==> config.mk <==
export PLATFORM = sky130hd
export DESIGN_NAME = fetch_controller
export DESIGN_NICKNAME = d
export VERILOG_FILES = /design/src/rtl/fetch_controller.sv
export SDC_FILE = /design/constraint.sdc
export NUM_CORES = 1
export LEC_CHECK = 0
export ABC_AREA = 1
export BUFFER_PORTS_ARGS = -buffer_cell sky130_fd_sc_hd__clkbuf_2
export CAP_MARGIN = 10
export CORE_UTILIZATION = 57
export DETAILED_ROUTE_END_ITERATION = 6
export GPL_TIMING_DRIVEN = 0
export HOLD_SLACK_MARGIN = 0.05
export PLACE_DENSITY_LB_ADDON = 0.1
export SYNTH_ARGS = -nofsm -noshare
export SYNTH_HDL_FRONTEND = slang
export SYNTH_SLANG_ARGS = --single-unit
export TNS_END_PERCENT = 10
==> constraint.sdc <==
create_clock -name clk -period 18.95 [get_ports clk]
set_input_delay 3.79 -clock clk [delete_from_list [all_inputs] [get_ports clk]]
set_output_delay 3.79 -clock clk [all_outputs]
set_load 0.1 [all_outputs]
==> src/rtl/fetch_controller.sv <==
// Instruction-fetch sequencer: owns the PC, reads a combinational instruction memory
// and buffers {pc, instruction} pairs in a 2-entry queue for decode.
module fetch_controller #(
    parameter logic [31:0] RESET_PC   = 32'h0000_0000,
    parameter int          IMEM_WORDS = 16,
    parameter int          QDEPTH     = 2
) (
    input  logic        clk,
    input  logic        rst,
    input  logic        fetch_en,
    output logic [31:0] imem_addr,
    input  logic [31:0] imem_instr,
    input  logic        redirect_valid,
    input  logic [31:0] redirect_pc,
    output logic        if_valid,
    input  logic        if_ready,
    output logic [31:0] if_instr,
    output logic [31:0] if_pc,
    output logic        halted
);

    typedef enum logic [1:0] {
        IDLE  = 2'd0,
        FETCH = 2'd1,
        HALT  = 2'd2
    } state_t;

    state_t      state_q, state_d;
    logic [31:0] pc_q, pc_d;
    logic [1:0]  count_q, count_d;
    logic        rd_ptr_q, rd_ptr_d;
    logic        wr_ptr_q, wr_ptr_d;
    logic [31:0] q_pc    [2];
    logic [31:0] q_instr [2];

    logic [31:0] word_idx;
    logic        in_range;
    logic        pop;
    logic        space;
    logic        push;

    assign word_idx  = {2'b00, pc_q[31:2]};
    assign in_range  = word_idx < 32'(IMEM_WORDS);
    assign imem_addr = pc_q;
    assign if_valid  = (count_q != 2'd0);
    assign if_pc     = q_pc[rd_ptr_q];
    assign if_instr  = q_instr[rd_ptr_q];
    assign halted    = (state_q == HALT);

    // A redirect squashes whatever fetch is happening this cycle, so it gates push.
    assign pop   = if_valid & if_ready;
    assign space = (count_q < 2'(QDEPTH)) | pop;
    assign push  = (state_q == FETCH) & space & in_range & ~redirect_valid;

    always_comb begin
        state_d = state_q;
        if (redirect_valid) begin
            state_d = FETCH;
        end else begin
            case (state_q)
                IDLE:    if (fetch_en) state_d = FETCH;
                FETCH:   if (!in_range) state_d = HALT;
                HALT:    state_d = HALT;
                default: state_d = IDLE;
            endcase
        end
    end

    always_comb begin
        pc_d     = pc_q;
        count_d  = count_q;
        rd_ptr_d = rd_ptr_q;
        wr_ptr_d = wr_ptr_q;
        if (redirect_valid) begin
            pc_d     = {redirect_pc[31:2], 2'b00};
            count_d  = 2'd0;
            rd_ptr_d = 1'b0;
            wr_ptr_d = 1'b0;
        end else begin
            if (push) begin
                pc_d     = pc_q + 32'd4;
                wr_ptr_d = ~wr_ptr_q;
            end
            if (pop) begin
                rd_ptr_d = ~rd_ptr_q;
            end
            count_d = count_q + {1'b0, push} - {1'b0, pop};
        end
    end

    always_ff @(posedge clk) begin
        if (rst) begin
            state_q  <= IDLE;
            pc_q     <= RESET_PC;
            count_q  <= 2'd0;
            rd_ptr_q <= 1'b0;
            wr_ptr_q <= 1'b0;
        end else begin
            state_q  <= state_d;
            pc_q     <= pc_d;
            count_q  <= count_d;
            rd_ptr_q <= rd_ptr_d;
            wr_ptr_q <= wr_ptr_d;
        end
    end

    // Head comes straight from these registers, keeping imem_instr off the decode path.
    always_ff @(posedge clk) begin
        if (rst) begin
            q_pc[0]    <= 32'd0;
            q_pc[1]    <= 32'd0;
            q_instr[0] <= 32'd0;
            q_instr[1] <= 32'd0;
        end else if (push) begin
            q_pc[wr_ptr_q]    <= pc_q;
            q_instr[wr_ptr_q] <= imem_instr;
        end
    end

endmodule

# [Word-level counts from Yosys, hierarchy flattened]
# Memory sizes are Yosys's and may differ from the RTL's. A register that Yosys moved wholly into a read port is not among the register bits.
# Cells that the tools add are included.
# W data, S select, Z words.
[op_classes] addsub=3 order_cmp=2 eq_ne=6 muxes=21 bitwise=8 reduce_logical=8
[op_table] cell="$mux W32" n=4
[op_table] cell="$reduce_or A32 Y1" n=2
[op_table] cell="$add A32 B3 Y32 const B" n=1
[op_table] cell="$lt A30 B5 Y1 const B" n=1
[op_table] cell="$mux W1" n=14
[op_table] cell="$ne A3 B3 Y1 const B" n=2
[op_table] cell="$pmux W2 S3" n=1
[op_table] cell="$and A1 B1 Y1" n=4
[op_table] cell="$mux W2" n=2
[op_table] cell="$ne A2 B2 Y1 const B" n=2
[op_table] cell="$reduce_and A2 Y1" n=2
[op_table] cell="$reduce_bool A2 Y1" n=2
[op_table] cell="$not A1 Y1" n=3
[op_table] cell="$add A2 B1 Y2" n=1
[op_table] cell="$eq A2 B1 Y1 const B" n=1
[op_table] cell="$eq A2 B2 Y1 const B" n=1
[op_table] cell="$logic_not A2 Y1" n=1
[op_table] cell="$lt A2 B2 Y1 const B" n=1
[op_table] cell="$reduce_or A2 Y1" n=1
[op_table] cell="$sub A2 B1 Y2" n=1
[op_table] cell="$or A1 B1 Y1" n=1
[word_totals] reg_bits=38 ramBits=128 inputBits=69 memories=2
[memory_table] name="q_instr" depth=2 word_bits=32 read_ports=1 rd_clocked_by_memory_dff=1 wr=2 line_no="34" rtl="logic [31:0] q_instr [2];"
[memory_table] name="q_pc" depth=2 word_bits=32 read_ports=1 rd_clocked_by_memory_dff=1 wr=2 line_no="33" rtl="logic [31:0] q_pc [2];"

# [Logic depth before layout (Yosys ltp)]
# Gate-level depths: netlist of the first run.
[depth] word_depth=11 mapped_depth=14 depth_no_buf=14

# [Worst setup path before layout of the first run]
# Ideal clock, no wire load.
[synth_timing] path_type="input port to flip-flop" start="in redirect_valid" end="mem q_instr[0][0] (enable)" setup_ps=568 t_arrival_ps=8577 required_ps=18382 setup_slack_ps=9805 stages=4 path_buffers=1 path_cell_list="clkbuf_1 > nor2_4 > inv_1 > o21ai_0"
[synth_rtl] item="from (decl)" line_no="13" rtl="input logic redirect_valid,"
[synth_rtl] item="to (decl)" line_no="34"

==> impl_metrics.yaml, run 1 <==
run_status:
  outcome: "finished with violations"
  violations: "DRC"
finish:
  drive_gt1_frac: 0.372
  insertedDiodeCount: 0
  area_growth_pct: 26.8
  final_cell_mix: "159 x clkbuf_2, 124 x edfxtp_1, 80 x nor2_1, 62 x mux2_2"
  final_nets: 877
  mostFrequentLayoutCell: "clkbuf_2"
  fin_area_sq_um: 8610
drt:
  dr_total_vias: 4760
  wirelength_um: 14000
  wl_per_cell_um: 14.6
  drc: 18
  firstDrtPassIters: 7
  antenna_left: 0
  drt_iter0_drc: 289
  vias_per_cell: 4.97
clock_tree:
  ctsHoldBuffers: 0
  clock-sinks: 161
  cts_resized: 0
  cts_buffers: 17
  clk_pin_slew_ns: 0.06
  cts_buffer_depth: 2
  cts_tree: "done"
  cts_root_buffer: "clkbuf_16"
  htree_levels: 4
  cts_setup_buffers: 0
  clk_latency_ns: 0.42
yosys:
  synth_cells: 566
  synthAdderAreaFrac: 0.0111
  synth-compound-area-share: 0.0317
  synth.distinct_cells: 26
  ys_seq_elements: 161
  ys_seq_area_frac: 0.657
  syn_area_sq_um: 6790
  synth_xor_area_frac: 0.00516
  muxShareOfSynthArea: 0.103
  avgSynthCellArea_sq_um: 12.0
  synth_warnings: 0
  synth_top_family_by_area: "simple AND/OR/NAND/NOR gates"
  yosys.area_share.simple: 0.139
worst_setup_path:
  cp.buffers_inverters: 3
  critPathArrivalTime_ns: 2.53
  worst_path_most_repeated_cell: "clkbuf_1"
  rr_worst_depth: 11
  startpoint_type: "flop"
  cp-end-kind: "output pin"
  path_max_fanout: 10
  critical_path_class: "reg2out"
  crit_family: "buffers and inverters"
  cp.required_ns: 15.16
  cp_cell_sequence: "clkbuf_1 -> clkbuf_1 -> mux2_2 -> clkbuf_2"
  path_depth: 4
  crit_slowest_cell: "clkbuf_1"
  max_stage_delay_ns: 0.54
timing:
  finClkSkew_ns: 0.0101
  hold_viol: 0
  maxSlewViolCount: 0
  setup_viol: 0
  fmax_mhz: 158
  grt_setup_unrepaired: "no"
  setup_tns_ns: 0
  setup_slack_ns: 12.63
  tightest_slew_ns: 0.877
  slew_headroom: 0.416
  fin_crit_ns: 6.32
  fin_crit_sh: 0.333
floorplanning:
  io-pin-count: 167
  fp.dieH_um: 111
  fp.dieW_um: 111
  core_area_sq_um: 11500
  start_util: 0.590
  placementRows: 39
  die-area_sq_um: 12400
power_and_ir_drop:
  cellPowerDensity_nw_per_um2: 97.9
  ir_drop_uv: 67.9
  p_leak_uw: 0.00380
placement:
  hpwl_um: 9690
  port_buffers: 159
  place_area_sq_um: 8070
  place_ws_ns: 12.98
  gp_congestion: 0.884
worst_hold_path:
  hold_depth: 1
  hold_class: "reg2reg"
flow_run:
  max-cap-violations: 0
global_routing:
  grt_max_degree: 63
  track_usage: 0.237
  antenna_found_initial: 0
  grt_pass1_vias: 4727
  grt.overflow.total: 0
  grt_pass1_wl_um: 22400
-- metal layers --
layer	vias to the layer above	wire, um	global-route usage
li1	2335	-	-
met3	27	1050	0.0755
met4	0	313	0.100
met2	178	7040	0.412
met5	-	0	0
met1	2220	5550	0.269
-- worst register-to-register path: stages (launching register included) --
cell and delay (ns):
dfxtp_1 0.33, inv_1 0.08, ha_1 0.16, inv_1 0.04
nor3_1 0.15, nand2_1 0.13, nor2_1 0.12, nand2_1 0.13
inv_2 0.13, nand3_4 0.13, buf_2 0.25, nand2_4 0.64
-- logic make-up (layout without fill, tap and decap cells) --
logic type,count (synthesis),count (layout)
XOR/XNOR,4,4
multiplexers,62,62
AND/OR/NAND/NOR,207,207
AO/OA/AOI/OAI,43,43
buffers and inverters,82,276
flip-flops,161,161
adder cells (fa/ha/maj),6,6
other,1,56
-- state kept, by name, indices dropped and copies added, names as in the netlist, named ones only --
register and flops:
count_q 2, wr_ptr_q 1, state_q 2, q_pc 60, imem_addr 30, rd_ptr_q 1
q_instr 64
-- cells in the mapped netlist --
| cell | n | share of area |
|---|---|---|
| buf_2 | 4 | 0.0029 |
| nand3b_4 | 1 | 0.0029 |
| ha_1 | 6 | 0.011 |
| buf_1 | 5 | 0.0028 |
| nand3_1 | 32 | 0.024 |
| xor2_1 | 2 | 0.0026 |
| mux2_2 | 62 | 0.10 |
| inv_2 | 1 | 0.00055 |
| dfxtp_1 | 37 | 0.11 |
| buf_4 | 6 | 0.0066 |
| nor2_1 | 80 | 0.044 |
| or2_2 | 2 | 0.0018 |
| nor2_4 | 1 | 0.0017 |
| buf_6 | 3 | 0.0050 |
| inv_1 | 51 | 0.028 |
| xnor2_1 | 2 | 0.0026 |
| clkbuf_1 | 12 | 0.0066 |
| nand3_4 | 1 | 0.0026 |
| a21oi_1 | 32 | 0.024 |
| nor3_1 | 1 | 0.00074 |
| nand2_1 | 57 | 0.032 |
| conb_1 | 1 | 0.00055 |
| o21ai_0 | 11 | 0.0081 |
| edfxtp_1 | 124 | 0.55 |
| nand4_1 | 1 | 0.00092 |
| nor2_2 | 31 | 0.029 |
-- per-stage QoR --
stage	utilization	cells	total power, uW	hold WS [ns]
2_1_floorplan	-	621	511	0.426
3_3_place_gp	0.692	923	534	0.436
3_5_place_dp	0.700	926	537	0.462
4_1_cts	0.748	958	848	0.475
5_1_grt	0.748	958	868	0.491
6_report	0.748	958	843	0.483
-- area by class of cell --
cell class	count	area (sq um)
inverter	52	195
multi-input combinational	378	2190
buffer	30	163
timing repair buffer	162	871
sequential	161	4460
fill	785	2900
tap	143	179
clock buffer	18	429
clock inverter	14	118
-- report_power, final --
group,leakage [uW],internal [uW],switching [uW]
logic,0.00198,23.8,101
registers,0.00156,397,7.45
clock network,0.000260,180,134
-- path summary, 6_finish.rpt --
check,from,to,slack [ns]
setup reg to reg,state_q[1]$_SDFFE_PP0P_,q_pc[1][24]$_SDFFCE_PN0P_,16.21
setup / recovery,flop,if_instr[28],12.63
hold reg to reg,rd_ptr_q$_SDFFE_PP0P_,rd_ptr_q$_SDFFE_PP0P_,0.48
hold / removal,rd_ptr_q$_SDFFE_PP0P_,rd_ptr_q$_SDFFE_PP0P_,0.48
Power figures use the tool's default switching activity.
==> run 2: changes to the inputs <==
CORE_UTILIZATION = 48   (was 57)
clock period = 5.39 ns   (was 18.95 ns; I/O delays follow)
==> run 2 against run 1 <==
- the flow now finishes without violations
- non-clock buffer count down 1
- critical path depth stayed put
- via count down 0.92%
- global-route usage fell by 3.9 points
- critical path type unchanged
- largest power group unchanged
- highest routed layer unchanged
==> impl_metrics.yaml, run 2 (synthesis gave the netlist of run 1 again) <==
finish:
  final_nets: 876
  insertedDiodeCount: 0
  area_growth_pct: 27.0
  largest_reg_flops: 64
  drive_gt1_frac: 0.367
  fin_area_sq_um: 8630
  final_cell_mix: "159 x clkbuf_2, 124 x edfxtp_1, 80 x nor2_1, 62 x mux2_2"
  regMostFlops: "q_instr"
  instances_no_fill: 993
  nFillCells: 1170
  final_core_util: 0.624
  mostFrequentLayoutCell: "clkbuf_2"
clock_tree:
  clk_latency_ns: 0.42
  clock-sinks: 161
  cts_setup_buffers: 0
  clk_pin_slew_ns: 0.06
  htree_levels: 4
  cts_buffer_depth: 2
  ctsHoldBuffers: 0
  cts_resized: 0
  cts_tree: "done"
  cts_root_buffer: "clkbuf_16"
  cts_buffers: 17
timing:
  grt_setup_unrepaired: "no"
  setup_tns_ns: 0
  hold_viol: 0
  fmax_mhz: 281
  maxSlewViolCount: 0
  setup_viol: 0
  finClkSkew_ns: 0.00634
  fin_crit_ns: 3.55
  slew_headroom: 0.411
  tightest_slew_ns: 0.883
  fin_crit_sh: 0.659
drt:
  wl_per_cell_um: 13.8
  firstDrtPassIters: 4
  drc: 0
  drt_iter0_drc: 281
  wirelength_um: 13700
  dr_total_vias: 4716
  antenna_left: 0
  vias_per_cell: 4.75
worst_setup_path:
  rr_worst_depth: 11
  startpoint_type: "flop"
  critPathArrivalTime_ns: 2.47
  crit_slowest_cell: "clkbuf_1"
  cp_cell_sequence: "clkbuf_1 -> clkbuf_1 -> mux2_2 -> clkbuf_2"
  path_max_fanout: 10
  critical_path_class: "reg2out"
  cp-end-kind: "output pin"
  reg2reg_to: "q_pc[1][15]$_SDFFCE_PN0P_"
  rrSetupSlack_ns: 2.71
  worst_path_most_repeated_cell: "clkbuf_1"
  cp.required_ns: 4.31
  max_stage_delay_ns: 0.52
  worstReg2RegStart: "state_q[1]$_SDFFE_PP0P_"
power_and_ir_drop:
  ir_drop_uv: 225
  cellPowerDensity_nw_per_um2: 345
  p_leak_uw: 0.00380
global_routing:
  antenna_found_initial: 0
  track_usage: 0.197
  grt_pass1_wl_um: 21800
  grt_pass1_vias: 4592
  grt.overflow.total: 0
  grt_max_degree: 63
floorplanning:
  core_area_sq_um: 13800
  fp.dieW_um: 121
  die-area_sq_um: 14600
  fp.dieH_um: 121
  io-pin-count: 167
  placementRows: 43
  start_util: 0.491
placement:
  place_area_sq_um: 8090
  dpl.cell_count: 962
  port_buffers: 159
  hpwl_um: 9630
  gp_congestion: 0.868
run_status:
  outcome: "completed"
worst_hold_path:
  hold_class: "reg2reg"
  hold_end: "rd_ptr_q$_SDFFE_PP0P_"
  worstHoldStart: "rd_ptr_q$_SDFFE_PP0P_"
  hold_depth: 1
flow_run:
  max-cap-violations: 0
[run 2: final cells by class]
class	count	area, sq um	share of cell area
Inverter	52	195	0.0226
Tap cell	180	225	0.0261
Timing Repair Buffer	161	851	0.0986
Multi-Input combinational cell	378	2190	0.254
Sequential cell	161	4460	0.517
Clock buffer	22	444	0.0515
Buffer	30	163	0.0189
Clock inverter	9	91.3	0.0106
[run 2: stage by stage]
stage	hold WS (ns)	total power, uW	setup slack [ns]
2_1_floorplan	0.426	1800	0.614
6_report	0.460	2970	1.84
3_3_place_gp	0.436	1880	-1.14
5_1_grt	0.491	3080	1.68
3_5_place_dp	0.448	1880	2.07
4_1_cts	0.468	2990	1.74
[run 2: how the worst max path moves through the flow]
stage	from	to	slack [ns]	cells after the start
2_1_floorplan	imem_addr[6]$_SDFFE_PP0P_	q_instr[0][0]$_SDFFCE_PN0P_	0.61	9
3_3_place_gp	redirect_valid	q_pc[0][30]$_SDFFCE_PN0P_	-1.14	4
3_5_place_dp	redirect_valid	q_pc[1][21]$_SDFFCE_PN0P_	2.07	5
4_1_cts	flop	if_pc[4]	1.74	4
5_1_grt	flop	if_instr[23]	1.68	4
6_report	flop	if_instr[25]	1.84	4
[run 2: worst max-delay path: cells and delay by family (launching register included)]
family / cells / cell delay [ns]
DFF: 1 / 0.31
buffers and inverters: 3 / 1.33
muxes: 1 / 0.41
[run 2: power by group]
part,switching (uW),total [uW],internal [uW]
Combinational,353,435,82.1
Clock,445,1120,670
Sequential,25.5,1420,1400
[run 2: metal layers]
metal | routed length [um] | track usage
met5 | 0 | 0
met4 | 259 | 0.0764
met3 | 1050 | 0.0761
met2 | 6900 | 0.339
met1 | 5530 | 0.220
